## src/rtl/shared_vector_matrix_memory.sv

```systemverilog
// Shared-memory responder: vector store on port A, 2-bit matrix store on port B, busy-stalled accesses.
// Optional per-word even parity on the vector store is enabled with `define SHMEM_PARITY_EN.
module shared_vector_matrix_memory #(
    parameter int unsigned VECTOR_WIDTH   = 32,
    parameter int unsigned VEC_DEPTH      = 64,
    parameter int unsigned MAT_DEPTH      = 256,
    parameter int unsigned ACCESS_LATENCY = 2
) (
    input  logic                    clk,
    input  logic                    rst_n,
    input  logic [5:0]              mem_addr_a,
    input  logic                    mem_we_a,
    input  logic [VECTOR_WIDTH-1:0] mem_wdata_a,
    output logic [VECTOR_WIDTH-1:0] mem_rdata_a,
    input  logic [7:0]              mem_addr_b,
    input  logic                    mem_we_b,
    input  logic [1:0]              mem_wdata_b,
    output logic [1:0]              mem_rdata_b,
    output logic                    mem_busy,
    output logic [1:0]              mem_error
`ifdef SHMEM_PARITY_EN
    ,
    input  logic                    parity_inject
`endif
);

    localparam int unsigned TW = VECTOR_WIDTH + 18;
    localparam int unsigned CW = (ACCESS_LATENCY > 1) ? $clog2(ACCESS_LATENCY) : 1;

    typedef enum logic {IDLE, BUSY} state_t;

    state_t                  state, state_nxt;
    logic [CW-1:0]           cnt, cnt_nxt;
    logic [TW-1:0]           cur, last, acc;
    logic                    last_valid;
    logic                    is_new, capture, do_access;
    logic [5:0]              acc_addr_a;
    logic                    acc_we_a;
    logic [VECTOR_WIDTH-1:0] acc_wdata_a;
    logic [7:0]              acc_addr_b;
    logic                    acc_we_b;
    logic [1:0]              acc_wdata_b;
    logic                    err_range, err_conf, access_ok, par_err;

    logic [VECTOR_WIDTH-1:0] vec [64];
    logic [1:0]              mat [256];
`ifdef SHMEM_PARITY_EN
    logic                    vec_par [64];
`endif

    assign cur    = {mem_addr_a, mem_we_a, mem_wdata_a, mem_addr_b, mem_we_b, mem_wdata_b};
    assign is_new = !last_valid || (cur != last);
    // The last accepted tuple doubles as the captured command while BUSY.
    assign acc    = (state == BUSY) ? last : cur;

    assign acc_addr_a  = acc[TW-1 -: 6];
    assign acc_we_a    = acc[TW-7];
    assign acc_wdata_a = acc[TW-8 -: VECTOR_WIDTH];
    assign acc_addr_b  = acc[10:3];
    assign acc_we_b    = acc[2];
    assign acc_wdata_b = acc[1:0];

    assign err_range = ({1'b0, acc_addr_a} >= 7'(VEC_DEPTH)) || ({1'b0, acc_addr_b} >= 9'(MAT_DEPTH));
    assign err_conf  = acc_we_a & acc_we_b;
    assign access_ok = !err_range && !err_conf;

`ifdef SHMEM_PARITY_EN
    assign par_err = !acc_we_a && ((^vec[acc_addr_a]) != vec_par[acc_addr_a]);
`else
    assign par_err = 1'b0;
`endif

    assign mem_busy = (state == BUSY) || is_new;

    // Counter loads LATENCY-1 at capture and the access fires as it steps to zero,
    // so a LATENCY of 1 commits straight from IDLE.
    always_comb begin
        state_nxt = state;
        cnt_nxt   = cnt;
        capture   = 1'b0;
        do_access = 1'b0;
        case (state)
            IDLE: begin
                if (is_new) begin
                    capture = 1'b1;
                    if (ACCESS_LATENCY == 1) begin
                        do_access = 1'b1;
                    end else begin
                        cnt_nxt   = CW'(ACCESS_LATENCY - 1);
                        state_nxt = BUSY;
                    end
                end
            end
            BUSY: begin
                cnt_nxt = cnt - CW'(1);
                if (cnt == CW'(1)) begin
                    do_access = 1'b1;
                    state_nxt = IDLE;
                end
            end
            default: state_nxt = IDLE;
        endcase
    end

    always_ff @(posedge clk or negedge rst_n) begin
        if (!rst_n) begin
            state       <= IDLE;
            cnt         <= '0;
            last        <= '0;
            last_valid  <= 1'b0;
            mem_rdata_a <= '0;
            mem_rdata_b <= '0;
            mem_error   <= '0;
        end else begin
            state     <= state_nxt;
            cnt       <= cnt_nxt;
            mem_error <= '0;
            if (capture) begin
                last       <= cur;
                last_valid <= 1'b1;
            end
            if (do_access) begin
                mem_error <= {err_conf, err_range};
                if (access_ok) begin
                    if (!acc_we_a) mem_rdata_a <= vec[acc_addr_a];
                    if (!acc_we_b) mem_rdata_b <= mat[acc_addr_b];
                    if (par_err)   mem_error   <= 2'b11;
                end
            end
        end
    end

    always_ff @(posedge clk) begin
        if (do_access && access_ok) begin
            if (acc_we_a) begin
                vec[acc_addr_a] <= acc_wdata_a;
`ifdef SHMEM_PARITY_EN
                vec_par[acc_addr_a] <= (^acc_wdata_a) ^ parity_inject;
`endif
            end
            if (acc_we_b) mat[acc_addr_b] <= acc_wdata_b;
        end
    end

endmodule

```

## config.mk

```make
export PLATFORM = sky130hd
export DESIGN_NAME = shared_vector_matrix_memory
export DESIGN_NICKNAME = d
export VERILOG_FILES = /design/src/rtl/shared_vector_matrix_memory.sv
export SDC_FILE = /design/constraint.sdc
export NUM_CORES = 2
export LEC_CHECK = 0
export ABC_AREA = 0
export CORE_MARGIN = 10
export CORE_UTILIZATION = 55
export CTS_CLUSTER_SIZE = 25
export DETAILED_ROUTE_END_ITERATION = 8
export GPL_ROUTABILITY_DRIVEN = 0
export PLACE_DENSITY = 0.72
export SLEW_MARGIN = 25
export SYNTH_ARGS = -nofsm -noshare
export SYNTH_HDL_FRONTEND = slang
export SYNTH_SLANG_ARGS = --single-unit
```

## constraint.sdc

```tcl
create_clock -name clk -period 9.7 [get_ports clk]
set_clock_uncertainty 0.1 [all_clocks]
set_input_delay 0.97 -clock clk [delete_from_list [all_inputs] [get_ports clk]]
set_output_delay 0.97 -clock clk [all_outputs]
set_load 0.1 [all_outputs]
```

==> impl_metrics.json <==
{
  "use_met3_pct": 7.24,
  "cts_root_buf": "clkbuf_16",
  "hold_path_class": "flip-flop to flip-flop",
  "synth.net_count": 6018,
  "synthMuxAreaShare_pct": 2.37,
  "r2r_start": "state$_DFF_PN0_",
  "cp_max_fo": 69,
  "post-route-min-period_ns": 5.75,
  "cts_tree": "done",
  "yosysTopAreaCell": "edfxtp_1",
  "hold_start": "last_valid$_DFFE_PN0P_",
  "synth_xor_area_share_pct": 0.439,
  "netlist_instances": 5966,
  "yosysWarnings": 0,
  "synth_area_um2": 99800,
  "finalNetCount": 6191,
  "grt_use_met2_pct": 48.0,
  "synthSimpleGateAreaFrac_pct": 5.37,
  "vias": 61900,
  "slowest_stage": "dfrtp_4",
  "final_common_cell": "edfxtp_1",
  "clkTransAtPathRegs_ns": 0.06,
  "post_dp_cell_area_um2": 104000,
  "finalInstanceArea_um2": 113000,
  "timing.final.crit_share_pct": 59.3,
  "yosysSeqAreaShare_pct": 79.3,
  "grt_antenna_before_repair": 6,
  "path_common_cell": "buf_4",
  "async_flop_share_pct": 3.32,
  "failed_checks": "DRC",
  "post-cts-setup-buffers": 0,
  "cp-start-kind": "flip-flop",
  "critPathTopFamily": "buffers and inverters",
  "max-vdd-ir-drop_mv": 0.186,
  "cts.sinks": 2648,
  "cp.required_ns": 10.17,
  "io_buffers": 87,
  "finalSetupTns_ns": 0,
  "htreeDepth": 5,
  "regToRegSetupSlack_ns": 3.95,
  "path_buf_inv": 4,
  "reg2regPathDepth": 8,
  "critPathCaptureType": "flip-flop",
  "fmax_ghz": 0.174,
  "drc": 1,
  "synth_area_per_cell_um2": 16.7,
  "setup_viol": 0,
  "grt_util_all_layers_pct": 30.3,
  "first_global_vias": 59300,
  "cts_inserted_buffers": 275,
  "slew_viol_final": 0,
  "finalHoldViolCount": 0,
  "dr.pass1.iters": 9,
  "worstHoldEndpoint": "last_valid$_DFFE_PN0P_",
  "power_per_cell_area_nw_per_um2": 214,
  "drive_gt1_share_pct": 12.7,
  "grt_use_met1_pct": 39.2,
  "start_util_pct": 55.2,
  "synth_compound_area_share_pct": 10.9,
  "ys_types": 75,
  "synth_edf_count": 2560,
  "dieWidth_um": 446,
  "synth_top_family_by_area": "compound AO/OA/AOI/OAI gates",
  "path_cells": "buf_4, mux2i_1, clkinv_1, nor2_1, nand2_2, buf_4, nor2_4, buf_4",
  "busiest_layer": "met2",
  "grt_max_degree": 161,
  "maxCapViolations": 0,
  "drt-total-wl_um": 309000,
  "io_pins": 89,
  "hpwl_um": 168000,
  "die_y_um": 446,
  "fill_cells": 12300,
  "grt-ovfl-total": 0,
  "reg2reg_to": "vec[52][0]$_DFFE_PP_",
  "leakage_nw": 35.3,
  "drt-initial-drc-count": 10900,
  "area_delta_synth_final_pct": 13.4,
  "cts_buffer_depth": 4,
  "mostFrequentLayoutCells": "edfxtp_1, a22oi_1, nand2_1, nor2_1, clkbuf_16",
  "post_drt_via_cell_ratio": 7.11,
  "yosys-top-cells-area": "edfxtp_1, a22oi_1, dfrtp_1",
  "ant_nets": 0,
  "yosysTopAreaCellShare_pct": 77.1,
  "synth-seq-cells": 2648,
  "clock_latency_ns": 0.95,
  "rsz0062_at_grt": "false",
  "tightest_slew_ns": 1.13,
  "rows": 156,
  "cp.arrival_ns": 6.22,
  "grt_pass1_wl_um": 433000,
  "slew_headroom_pct": 24.3,
  "holdPathStages": 1,
  "ys.flop_type": "edfxtp_1",
  "crit_type": "flip-flop to flip-flop",
  "dieArea_um2": 199000,
  "routedWlPerCell_um": 35.6,
  "max_stage_delay_ns": 0.99,
  "synthAdderAreaFrac_pct": 0,
  "status": "finished with violations",
  "core_um2": 181000
}
==> kinds of logic after synthesis <==
family                    Yosys count
muxes                             193
AOI/OAI and AO/OA                1431
DFF                              2648
other                               1
xor gates and xnor gates           50
buffers and inverters             408
and+or+nand+nor                  1235
==> Yosys cell counts (all sizes together) (4+ instances only) <==
master	count
and3b	5
mux2i	94
or4	4
nand3b	4
a32oi	11
mux2	73
o21ai	69
and3	27
nor2b	5
o211ai	12
nor2	383
edfxtp	2560
a221oi	64
a2111oi	11
a311oi	25
o32a	4
or2	5
nand3	182
a41o	18
a31oi	77
a22oi	790
a221o	10
clkbuf	249
nand4	58
a222oi	46
nor3	21
a22o	76
mux4	26
inv	14
nor4b	4
nor3b	7
xnor2	23
buf	144
a21oi	68
xor2	27
a41oi	88
nor4	28
o22ai	32
dfrtp	88
a311o	4
a211oi	6
nand2	487
and2	4
==> how the worst max path moves through the flow <==
stage | startpoint | depth (start not counted) | to
CTS | state$_DFF_PN0_ | 8 | mem_rdata_a[31]$_DFFE_PN0P_
floorplan | mem_addr_a[2] | 9 | vec[13][0]$_DFFE_PP_
global route | state$_DFF_PN0_ | 8 | mem_rdata_a[31]$_DFFE_PN0P_
detailed placement | state$_DFF_PN0_ | 8 | mem_rdata_a[31]$_DFFE_PN0P_
finish | state$_DFF_PN0_ | 8 | vec[52][0]$_DFFE_PP_
global placement | state$_DFF_PN0_ | 8 | mem_rdata_a[31]$_DFFE_PN0P_
==> state kept, by name, indices dropped and copies added (netlist names) <==
register and flops:
vec 2048, mem_rdata_b 2, mem_rdata_a 32, state 1
last 50, last_valid 1, cnt 1, mem_error 1
mat 512
==> worst reg2reg max path, delay by kind of cell (launching register included) <==
kind                   cells  cell delay, ns
buffers and inverters      4            2.16
AND/OR/NAND/NOR            3            1.24
flip-flops                 1            0.99
multiplexers               1            0.91
==> metal layers <==
layer | routed length (um) | up-vias
li1 | - | 24500
met1 | 103000 | 30700
met2 | 144000 | 5522
met3 | 42300 | 1094
met4 | 19500 | 6
met5 | 35 | -
==> area by class of cell <==
cell class / instances / area (um2) / share of cell area [%]
Inverter: 15 / 68.8 / 0.0608
Antenna cell: 5 / 12.5 / 0.0111
Sequential cell: 2648 / 79100 / 69.9
Clock inverter: 117 / 1160 / 1.03
Clock buffer: 347 / 7440 / 6.58
Tap cell: 2370 / 2970 / 2.62
Timing Repair Buffer: 289 / 2540 / 2.25
Multi-Input combinational cell: 2910 / 19800 / 17.5
==> stage by stage <==
step	hold slack (ns)	cells	setup WS (ns)	utilization [%]	power, mW
2_1_floorplan	0.327	5966	4.71	-	13.6
3_3_place_gp	0.339	8228	3.69	57.8	14.1
3_5_place_dp	0.347	8229	3.87	57.8	14.1
4_1_cts	0.366	8694	3.86	62.6	24.1
5_1_grt	0.399	8697	3.86	62.6	24.7
6_report	0.369	8701	3.95	62.6	24.2
==> report_power, final <==
group | leakage [nW] | internal (mW) | switching (mW)
combinational | 7.01 | 0.307 | 0.989
clock | 4.23 | 6.02 | 4.23
sequential | 24.0 | 12.6 | 0.0528
==> timing repair <==
item | in CTS | in global routing
hold endpoints to repair | 1 | 0
resized for setup | 0 | 0
hold buffers | 1 | 0
endpoints found under the setup margin | 0 | 0
Note: power is estimated with default switching activity, not from simulation.
